[src/rtl/sq_wave_meter.sv]
// sq_wave_meter: synchronises i_x, flags edges (o_rise/o_fall), measures o_period/o_high, counts o_edges, flags o_timeout; i_clr clears measurements; SQW_GLITCH_FILTER_EN adds a FILT_LEN-cycle glitch filter ahead of o_x_sync
module sq_wave_meter #(
  parameter int CNT_W = 16,
  parameter int SYNC_STAGES = 2,
  parameter int FILT_LEN = 4
) (
  input  logic             i_clk,
  input  logic             i_rst,
  input  logic             i_x,
  input  logic             i_clr,
  output logic             o_x_sync,
  output logic             o_rise,
  output logic             o_fall,
  output logic [CNT_W-1:0] o_period,
  output logic [CNT_W-1:0] o_high,
  output logic             o_valid,
  output logic [CNT_W-1:0] o_edges,
  output logic             o_timeout
);
  typedef enum logic [1:0] {IDLE, HIGH, LOW} state_t;
  localparam logic [CNT_W-1:0] MAX = '1;
  if (SYNC_STAGES < 2 || FILT_LEN < 1) begin : g_bad
    $error("sq_wave_meter: SYNC_STAGES must be >= 2 and FILT_LEN >= 1");
  end
  state_t state, nxt;
  logic [SYNC_STAGES-1:0] sync;
  logic [CNT_W-1:0] cnt;
  logic x_d, raw, meas, tmo;
  assign raw = sync[SYNC_STAGES-1];
  always_ff @(posedge i_clk)
    sync <= i_rst ? '0 : {sync[SYNC_STAGES-2:0], i_x};
`ifdef SQW_GLITCH_FILTER_EN
  localparam int FW = $clog2(FILT_LEN + 1);
  localparam logic [FW-1:0] FMAX = FW'(FILT_LEN - 1);
  logic [FW-1:0] fcnt;
  logic flt;
  always_ff @(posedge i_clk) begin
    if (i_rst) begin
      flt <= 1'b0;
      fcnt <= '0;
    end else if (raw == flt) fcnt <= '0;
    else if (fcnt == FMAX) begin
      flt <= raw;
      fcnt <= '0;
    end else fcnt <= fcnt + 1'b1;
  end
  assign o_x_sync = flt;
`else
  assign o_x_sync = raw;
`endif
  always_ff @(posedge i_clk)
    state <= i_rst ? IDLE : nxt;
  always_comb begin
    tmo = state != IDLE && cnt == MAX && !o_rise && !o_fall;
    nxt = i_clr ? IDLE : o_rise ? HIGH : (state == HIGH && o_fall) ? LOW : tmo ? IDLE : state;
  end
  always_comb
    meas = !i_clr && o_rise && state != IDLE;
  always_ff @(posedge i_clk) begin
    if (i_rst) begin
      x_d <= 1'b0;
      o_rise <= 1'b0;
      o_fall <= 1'b0;
      o_valid <= 1'b0;
      cnt <= '0;
      o_period <= '0;
      o_high <= '0;
      o_edges <= '0;
      o_timeout <= 1'b0;
    end else begin
      x_d <= o_x_sync;
      o_rise <= o_x_sync & ~x_d;
      o_fall <= ~o_x_sync & x_d;
      o_valid <= meas;
      if (i_clr) begin
        cnt <= '0;
        o_period <= '0;
        o_high <= '0;
        o_edges <= '0;
        o_timeout <= 1'b0;
      end else begin
        cnt <= o_rise ? CNT_W'(1) : cnt == MAX ? cnt : cnt + 1'b1;
        if (meas) o_period <= cnt;
        if (state == HIGH && o_fall) o_high <= cnt;
        if (o_rise) o_edges <= o_edges + 1'b1;
        if (tmo) o_timeout <= 1'b1;
      end
    end
  end
endmodule
[config.mk]
export PLATFORM = sky130hd
export DESIGN_NAME = sq_wave_meter
export DESIGN_NICKNAME = d
export VERILOG_FILES = /design/src/rtl/sq_wave_meter.sv
export SDC_FILE = /design/constraint.sdc
export NUM_CORES = 1
export LEC_CHECK = 0
export BUFFER_PORTS_ARGS = -buffer_cell sky130_fd_sc_hd__buf_2
export CORE_ASPECT_RATIO = 1.4
export CORE_MARGIN = 4
export CORE_UTILIZATION = 28
export CTS_CLUSTER_SIZE = 8
export DETAILED_ROUTE_END_ITERATION = 8
export HOLD_SLACK_MARGIN = 0.02
export PLACE_DENSITY = 0.58
export SLEW_MARGIN = 0
export SYNTH_ARGS = -nofsm -noshare
export SYNTH_HDL_FRONTEND = slang
export SYNTH_SLANG_ARGS = --single-unit
[constraint.sdc]
create_clock -name i_clk -period 1.8 [get_ports i_clk]
set_clock_uncertainty 0.15 [all_clocks]
set_input_delay 0.09 -clock i_clk [delete_from_list [all_inputs] [get_ports i_clk]]
set_output_delay 0.09 -clock i_clk [all_outputs]
set_load 0.02 [all_outputs]
# Word-level counts from Yosys, hierarchy flattened

Index checks and enable logic that the tools add are counted.

Bits in registers: 73
Bits in latches: 0
Bits in writable memories: 0
Memory bits (read-only): 0
Logic and storage cells: 41
Memories: 0

$add $sub $neg: 2
Multiply operators: 0
Divide/modulo/power cells: 0
Magnitude comparators: 0
Equality and inequality tests: 3
Shift-type cells: 0
Multiplexer cells: 5
Bitwise gates (word level): 4
Reduce and logical (&&, ||, !) cells: 14

Operators by type and width:

| cell                                          | count |
|---|---|
| adder 16 x 1 -> 16 bit, second input constant | 2 |
| == test 16 bit, second input constant         | 1 |
| logical AND 1 bit                             | 6 |
| two-way mux 2 bit                             | 2 |
| nonzero test 2 bit                            | 2 |
| logical NOT 1 bit                             | 3 |
| two-way mux 1 bit                             | 3 |
| nonzero test 3 bit                            | 1 |
| OR reduction 3 bit                            | 1 |
| bitwise AND 1 bit                             | 2 |
| == test 2 x 1 -> 1 bit, second input constant | 1 |
| inequality test 2 bit, second input constant  | 1 |
| NOT 1 bit                                     | 2 |
| OR reduction 2 bit                            | 1 |

# Longest topological paths before layout

Gate-level depths: netlist (run 1).

Depth after elaboration: 7
Depth in mapped cells: 6
Mapped depth without buffers: 5

# Worst setup path after synthesis (run 1)

No wires, ideal clock.

Path type: register to register
From: register cnt[0]
To: register cnt[1]
Data arrival time: 1556 ps
Setup slack: -38 ps
Stages on the path, launching flop included: 6
Buffers on the path: 0
Cells stage by stage: dfxtp_1 > ha_1 > nand3_1 > or4_1 > nand2_1 > a21oi_1

Word-level cells in the longest chain between the ends: 1
Elaborated cells between the ends (all ways): 2
Classes of those cells: 1 x add/sub; 1 x eq/ne

RTL lines:

| what                                                            | RTL line | text |
|---|---|---|
| start: declaration                                              | 27       | `logic [CNT_W-1:0] cnt;` |
| start signal: assignment                                        | 82       | `cnt <= o_rise ? CNT_W'(1) : cnt == MAX ? cnt : cnt + 1'b1;` |
| adder 16 x 1 -> 16 bit / == test 16 bit (equally long branches) | 82       |  |

Several ways; a longest one is shown, not always the timed one.
A chain may end at the register's enable or synchronous reset.

# Worst setup path in the final report (run 1)

From: register cnt[1]
To: register cnt[4]

Same word-level chain as after synthesis.

==> results of run 1 <==
logic make-up after synthesis:
logic type,Yosys count,share of synthesized area (%)
compound gates,50,9.65
buf+inv,23,3.30
mux,17,5.61
flops,73,48.2
fa+ha+maj,2,0.825
simple gates,166,28.1
xor+xnor,15,4.33
final cells by class:
class | instances | area [um^2] | share of cell area (%)
clock inverters | 3 | 40.0 | 1.00
multi-input cells | 250 | 1500 | 37.6
well taps | 138 | 173 | 4.33
flip-flops and latches | 73 | 1460 | 36.7
clock buffers | 12 | 256 | 6.43
repair buffers | 89 | 548 | 13.7
inverters | 2 | 7.51 | 0.188
flip-flops by register name, indices dropped and copies added (netlist names):
register / flops
o_rise: 1
x_d: 1
o_edges: 16
state: 2
o_fall: 1
sync: 2
o_period: 16
o_high: 16
cnt: 16
o_valid: 1
o_timeout: 1
worst max-delay path: stages (launching register included):
cell     delay [ns]
dfxtp_1        0.33
ha_2           0.24
nand3_2        0.16
or4_1          0.56
a31oi_1        0.20
timing repair:
action,4_1_cts,5_1_grt
resized for setup,0,4
endpoints found under the hold margin,5,0
setup endpoints to repair,0,12
hold buffers,3,0
per-layer routing:
layer	up-vias	track usage [%]	wire length, um
met2	56	19.2	3520
met3	15	3.09	332
li1	1357	-	-
met1	1212	15.5	3320
met4	0	6.41	191
met5	-	0	0
cell usage in the layout, fill, tap and decap left out, types with 3 or more instances in the layout:
master	netlist	routed
a21oi_1	26	26
a31oi_1	3	3
buf_2	7	56
buf_4	1	29
clkbuf_16	0	9
dfxtp_1	73	72
dlygate4sd3_1	0	3
mux2i_1	17	17
nand2_1	49	49
nand3_1	9	8
nand4_1	9	9
nor2_1	40	39
nor2b_1	21	21
nor3_1	7	7
nor4_1	5	5
o21ai_0	9	9
or2_2	3	3
or3_1	7	7
xnor2_1	10	10
xor2_1	5	5
through the flow:
step / instances / power, mW / utilization [%] / hold slack (ns)
final: 567 / 3.47 / 38.1 / 0.0673
after global routing: 567 / 3.60 / 38.1 / 0.0907
after CTS: 567 / 3.53 / 37.9 / 0.122
after detailed placement: 549 / 1.74 / 34.8 / 0.175
after global placement: 549 / 1.74 / 34.8 / 0.162
after floorplan: 346 / 1.71 / - / 0.0191
final timing paths:
path	to	cells past startpoint	slack, ns	startpoint
setup / recovery	cnt[4]	4	0.08	cnt[1]
hold / removal	cnt[13]	4	0.07	i_clr
setup reg to reg	cnt[4]	4	0.08	cnt[1]
hold reg to reg	o_rise	1	0.25	x_d
power by group through the flow:
| stage | registers [mW] | logic [mW] | clock network [mW] |
|---|---|---|---|
| floorplan | 1.67 | 0.0411 | 0 |
| CTS | 1.63 | 0.0827 | 1.82 |
| global placement | 1.66 | 0.0772 | 0 |
| finish | 1.63 | 0.0812 | 1.76 |
| global route | 1.63 | 0.0894 | 1.88 |
| detailed placement | 1.66 | 0.0777 | 0 |
==> flow_metrics.env, run 1 <==
export IMPL_clk_path_buf_depth=2
export IMPL_clk_root_buffer_cell="clkbuf_16"
export IMPL_synth_area_leaders="dfxtp_1 (48%), nand2_1 (6.1%), mux2i_1 (5.6%)"
export IMPL_fillers=1090
export IMPL_diodes=0
export IMPL_fmax_mhz=581
export IMPL_internal_power_mw=2.79
export IMPL_syn_nets=352
export IMPL_drt_vias_per_instance=4.66
export IMPL_clkSinkCount=73
export IMPL_clk_pin_slew_ns=0.06
export IMPL_yosysSeqAreaShare_pct=48.2
export IMPL_yosysUniqueCellTypes=45
export IMPL_routed_wl_um=7360
export IMPL_worstSkewPairLatency_ns=0.33
export IMPL_drtIter0Drc=136
export IMPL_netlist_area_leader_share_pct=48.2
export IMPL_drive_gt1_share_pct=27.0
export IMPL_irDropWorstVdd_v=0.000375
export IMPL_setup_violations=0
export IMPL_seqPwrFrac_pct=46.9
export IMPL_cp_max_fo=5
export IMPL_yosysMostFrequentCell="dfxtp_1"
export IMPL_cp_end_kind="flip-flop"
export IMPL_critical_path_class="reg -> reg"
export IMPL_p_sw_mw=0.686
export IMPL_layout_setup_ws_ns=0.0785
export IMPL_synth_flop_cell="dfxtp_1"
export IMPL_io_buffers=56
export IMPL_leakage_nw=1.53
export IMPL_grt_usage_pct=12.4
export IMPL_io_pins=57
export IMPL_overflow=0
export IMPL_grt_max_degree=33
export IMPL_final_nets=431
export IMPL_start_util_pct=29.0
export IMPL_synth_enable_flop_cells=0
export IMPL_first_pass_iters=4
export IMPL_syn_avg_cell_area_um2=8.77
export IMPL_grt_pass1_wl_um=12300
export IMPL_tightest_slew_ns=0.376
export IMPL_synthCells=346
export IMPL_hpwl_um=5500
export IMPL_wire_per_inst_um=13.0
export IMPL_final_cell_area_um2=3990
export IMPL_post_place_ws_ns=0.0156
export IMPL_core_area_um2=10500
export IMPL_pwr_share_clk_pct=50.8
export IMPL_crit_required_ns=1.90
export IMPL_setup_tns_ns=0
export IMPL_status="complete, no violations"
export IMPL_numCtsBuffers=9
export IMPL_grt_pass1_vias=2506
export IMPL_synthTopCellsByCount="dfxtp_1 (73), nand2_1 (49), nor2_1 (40)"
export IMPL_startpoint_type="flip-flop"
export IMPL_hold_class="in -> reg"
export IMPL_syn_to_final_growth_pct=31.4
export IMPL_die_y_um=131
export IMPL_async_flop_share_pct=0
export IMPL_min_period_ns=1.72
export IMPL_yosys_area_top_type="dfxtp_1"
export IMPL_maxCapViolCount=0
export IMPL_ys_ff_latch=73
export IMPL_rsz0062_at_grt="no"
export IMPL_cts_setup_buffers=0
export IMPL_die_area_um2=12600
export IMPL_ant_nets=0
export IMPL_die_w_um=96.0
export IMPL_worstPathArrival_ns=1.82
export IMPL_period_share_pct=95.6
export IMPL_p_comb_share_pct=2.3
export IMPL_switching_share_pct=19.8
export IMPL_std_cell_rows=44
export IMPL_hold_viol_final=0
export IMPL_drc_errors=0
export IMPL_cts_htree_levels=3
export IMPL_cts_tree="done"
export IMPL_placed_area_um2=3640
export IMPL_power_density_nw_per_um2=871
export IMPL_syn_area_um2=3030
export IMPL_synth_yosys_warnings=0
export IMPL_antenna_found_initial=0
export IMPL_vias=2640
export IMPL_gp_congestion=0.841
export IMPL_drv_slew=0
export IMPL_relSlewSlack_pct=74.8
Power figures use the tool's default switching activity.
==> inputs of run 2 (changes only) <==
--- a/config.mk
+++ b/config.mk
@@ -13,6 +13,7 @@
 export DETAILED_ROUTE_END_ITERATION = 8
 export HOLD_SLACK_MARGIN = 0.02
 export PLACE_DENSITY = 0.58
+export SETUP_SLACK_MARGIN = 0.15
 export SLEW_MARGIN = 0
 export SYNTH_ARGS = -nofsm -noshare
 export SYNTH_HDL_FRONTEND = slang
==> flow_metrics.env, run 2 (same netlist as run 1, synthesis figures left out) <==
export IMPL_std_cell_rows=44
export IMPL_path_buf_inv=0
export IMPL_io_pins=57
export IMPL_cts_tree="done"
export IMPL_clkSinkCount=73
export IMPL_clk_path_buf_depth=2
export IMPL_setup_violations=0
export IMPL_crit_required_ns=1.91
export IMPL_status="complete, no violations"
export IMPL_vias=2691
export IMPL_wire_per_inst_um=13.5
export IMPL_grt_pass1_vias=2567
export IMPL_clk_pin_slew_ns=0.05
export IMPL_cp_slowest_cell="or4_1"
export IMPL_drt_vias_per_instance=4.66
export IMPL_worstPathArrival_ns=1.71
export IMPL_cp_end_kind="flip-flop"
export IMPL_finalHoldWorstSlack_ns=0.246
export IMPL_gp_congestion=0.814
export IMPL_final_cell_area_um2=4160
export IMPL_io_buffers=56
export IMPL_ant_nets=0
export IMPL_crit_path_max_incr_delay_ns=0.48
export IMPL_core_area_um2=10500
export IMPL_rsz0062_at_grt="yes"
export IMPL_placed_area_um2=3640
export IMPL_die_y_um=131
export IMPL_power_density_nw_per_um2=804
export IMPL_drv_slew=0
export IMPL_min_period_ns=1.60
export IMPL_drc_errors=0
export IMPL_period_share_pct=88.8
export IMPL_hold_viol_final=0
export IMPL_path_cells="and4_4 > nand3_4 > or4_1 > a21oi_1"
export IMPL_hold_path_startpoint="x_d"
export IMPL_cp_max_fo=6
export IMPL_irDropWorstVdd_v=0.000360
export IMPL_fmax_mhz=625
export IMPL_grt_max_degree=33
export IMPL_hpwl_um=5590
export IMPL_final_cell_mix="dfxtp_1 (56), buf_2 (56), nand2_1 (49)"
export IMPL_worstSkewPairLatency_ns=0.33
export IMPL_final_nets=440
export IMPL_overflow=0
export IMPL_maxCapViolCount=0
export IMPL_start_util_pct=29.0
export IMPL_hold_class="reg -> reg"
export IMPL_first_pass_iters=4
export IMPL_cts_htree_levels=3
export IMPL_numCtsBuffers=9
export IMPL_relSlewSlack_pct=77.9
export IMPL_syn_to_final_growth_pct=37.2
export IMPL_diodes=0
export IMPL_clk_root_buffer_cell="clkbuf_16"
export IMPL_cp_top_family="simple AND/OR/NAND/NOR gates"
export IMPL_startpoint_type="flip-flop"
export IMPL_routed_wl_um=7810
export IMPL_critPathLaunch="cnt[5]"
export IMPL_grt_usage_pct=12.8
export IMPL_fillers=1089
export IMPL_grt_pass1_wl_um=12700
export IMPL_tightest_slew_ns=0.329
export IMPL_drive_gt1_share_pct=33.9
export IMPL_die_area_um2=12600
export IMPL_die_w_um=96.0
export IMPL_r2r_start="cnt[5]"
export IMPL_antenna_found_initial=0
export IMPL_drtIter0Drc=113
export IMPL_leakage_nw=1.59
export IMPL_setup_tns_ns=0
export IMPL_critical_path_class="reg -> reg"
run 2: cell types whose count changed in the layout (fill, tap and decap cells not counted), moves of 2 or more:
cell,change
buf_4,+8
dfxtp_1,-16
dfxtp_2,+11
dfxtp_4,+5
nand3_4,+2
nor4_1,-3
nor4_2,+3
run 2: final timing paths:
kind            end  slack [ns]  cells after the start
max          cnt[9]        0.20                      4
min          o_rise        0.25                      1
min reg2reg  o_rise        0.25                      1
max reg2reg  cnt[9]        0.20                      4
run 2: cell type report:
type | count | area (um^2) | area share, %
Clock buffer | 13 | 260 | 6.26
Clock inverter | 3 | 15.0 | 0.361
Inverter | 2 | 7.51 | 0.180
Multi-Input combinational cell | 250 | 1590 | 38.3
Sequential cell | 73 | 1500 | 35.9
Tap cell | 138 | 173 | 4.15
Timing Repair Buffer | 98 | 618 | 14.9
run 2: report_power, final:
part,internal [mW],switching (mW)
Clock,1.00,0.636
Combinational,0.0331,0.0532
Sequential,1.62,0.00614
run 2: timing repair:
action / CTS / global route
hold buffers: 4 / 0
endpoints found under the setup margin: 13 / 24
hold endpoints to repair: 7 / 0
setup buffers: 1 / 9
pin swaps: 1 / 15
gates resized for setup: 7 / 30
run 2: metrics by stage:
step                power [mW]  std cells  util (%)  worst slack (ns)
global placement          1.74        547      34.8             0.109
global route              3.49        577      39.8             0.115
detailed placement        1.74        547      34.8            0.0604
floorplan                 1.71        346         -             0.151
finish                    3.35        577      39.8             0.201
CTS                       3.42        568      38.1             0.162
run 2: layer usage:
metal	GRT usage, %	up-vias	wire length (um)	part of all wire (%)
met3	3.72	16	336	4.3
met1	15.7	1240	3490	45
li1	-	1370	-	-
met5	0	-	0	0
met2	19.5	65	3740	48
met4	7.52	0	250	3.2
==> inputs of run 3 (changes only) <==
--- a/config.mk
+++ b/config.mk
@@ -9,6 +9,7 @@
 export CORE_ASPECT_RATIO = 1.4
 export CORE_MARGIN = 4
 export CORE_UTILIZATION = 28
+export CTS_BUF_LIST = sky130_fd_sc_hd__clkbuf_8
 export CTS_CLUSTER_SIZE = 8
 export DETAILED_ROUTE_END_ITERATION = 8
 export HOLD_SLACK_MARGIN = 0.02
==> flow_metrics.env, run 3 (same netlist as run 1, synthesis figures left out) <==
export IMPL_syn_to_final_growth_pct=33.2
export IMPL_core_area_um2=10500
export IMPL_min_period_ns=1.63
export IMPL_tightest_slew_ns=0.336
export IMPL_wire_per_inst_um=13.6
export IMPL_die_w_um=96.0
export IMPL_dp_cells=547
export IMPL_grt_usage_pct=12.7
export IMPL_fin_cells=578
export IMPL_placed_area_um2=3640
export IMPL_cp_end_kind="flip-flop"
export IMPL_maxCapViolCount=0
export IMPL_cp_max_fo=4
export IMPL_std_cell_rows=44
export IMPL_fillers=1089
export IMPL_hpwl_um=5590
export IMPL_grt_max_degree=33
export IMPL_fmax_mhz=615
export IMPL_die_y_um=131
export IMPL_multi_input_area_um2=1570
export IMPL_critical_path_class="reg -> reg"
export IMPL_startpoint_type="flip-flop"
export IMPL_final_cell_mix="dfxtp_1 (56), buf_2 (56), nand2_1 (49)"
export IMPL_status="complete, no violations"
export IMPL_clk_root_buffer_cell="clkbuf_8"
export IMPL_total_power_mw=2.85
export IMPL_diodes=0
export IMPL_drive_gt1_share_pct=33.4
export IMPL_hold_viol_final=0
export IMPL_irDropWorstVdd_v=0.000261
export IMPL_worstSkewPairLatency_ns=0.35
export IMPL_leakage_nw=1.56
export IMPL_drt_vias_per_instance=4.68
export IMPL_routed_wl_um=7890
export IMPL_cts_tree="done"
export IMPL_worstPathArrival_ns=1.74
export IMPL_io_buffers=56
export IMPL_antenna_found_initial=0
export IMPL_final_cell_area_um2=4040
export IMPL_clk_path_buf_depth=2
export IMPL_period_share_pct=90.4
export IMPL_rsz0062_at_grt="yes"
export IMPL_drtIter0Drc=100
export IMPL_hold_class="reg -> reg"
export IMPL_drc_errors=0
export IMPL_vias=2703
export IMPL_setup_tns_ns=0
export IMPL_grt_pass1_vias=2564
export IMPL_start_util_pct=29.0
export IMPL_die_area_um2=12600
export IMPL_overflow=0
export IMPL_r2r_setup_slack_ns=0.17
export IMPL_power_density_nw_per_um2=705
export IMPL_relSlewSlack_pct=77.4
export IMPL_finalHoldWorstSlack_ns=0.249
export IMPL_numCtsBuffers=9
export IMPL_grt_pass1_wl_um=12600
export IMPL_clk_pin_slew_ns=0.07
export IMPL_gp_congestion=0.814
export IMPL_drv_slew=0
export IMPL_io_pins=57
export IMPL_seq_area_um2=1500
export IMPL_setup_violations=0
export IMPL_ant_nets=0
export IMPL_clkSinkCount=73
export IMPL_crit_required_ns=1.91
export IMPL_final_nets=441
export IMPL_first_pass_iters=5
export IMPL_cts_htree_levels=3
-- run 3: cell types whose count changed in the layout (fill, tap and decap cells not counted), moves of 2 or more --
cell	before	now
clkbuf_1	2	0
clkbuf_16	9	0
clkbuf_8	2	11
inv_1	2	4
-- run 3: metal layers --
layer / global-route usage, % / share of wire (%)
met2: 19.7 / 48
met4: 7.20 / 2.6
met3: 3.20 / 4.1
met1: 15.7 / 45
met5: 0 / 0
-- run 3: per-stage QoR --
| step | setup slack, ns | util [%] |
|---|---|---|
| global route | 0.0989 | 38.6 |
| detailed placement | 0.0604 | 34.8 |
| global placement | 0.109 | 34.8 |
| finish | 0.173 | 38.6 |
| CTS | 0.158 | 37.1 |
| floorplan | 0.151 | - |
-- run 3: power by group --
| part | switching, mW | internal (mW) |
|---|---|---|
| Sequential | 0.00580 | 1.61 |
| Combinational | 0.0539 | 0.0340 |
| Clock | 0.583 | 0.559 |
-- run 3: path summary, 6_finish.rpt --
kind / startpoint / to / cells past startpoint
max: cnt[13] / cnt[2] / 4
min: x_d / o_rise / 1
max reg2reg: cnt[13] / cnt[2] / 4
min reg2reg: x_d / o_rise / 1
-- run 3: what timing repair did --
action	4_1_cts	5_1_grt
setup buffers	1	10
pin swaps	1	11
resized for setup	6	26
endpoints found under the setup margin	17	25
hold buffers	4	0
gates cloned	0	0
hold endpoints to repair	8	0
-- run 3: area by class of cell --
cell class	instances	share of cell area [%]
flip-flops and latches	73	37.0
multi-input cells	250	38.7
inverters	2	0.186
well taps	138	4.27
clock buffers	11	3.75
repair buffers	99	15.5
clock inverters	5	0.557
-- run 3: worst max-delay path, cell delays in order, from the launching register on --
cell and delay, ns:
dfxtp_1 0.38, nand4_1 0.14, buf_4 0.18, or4_4 0.50
a31oi_1 0.20
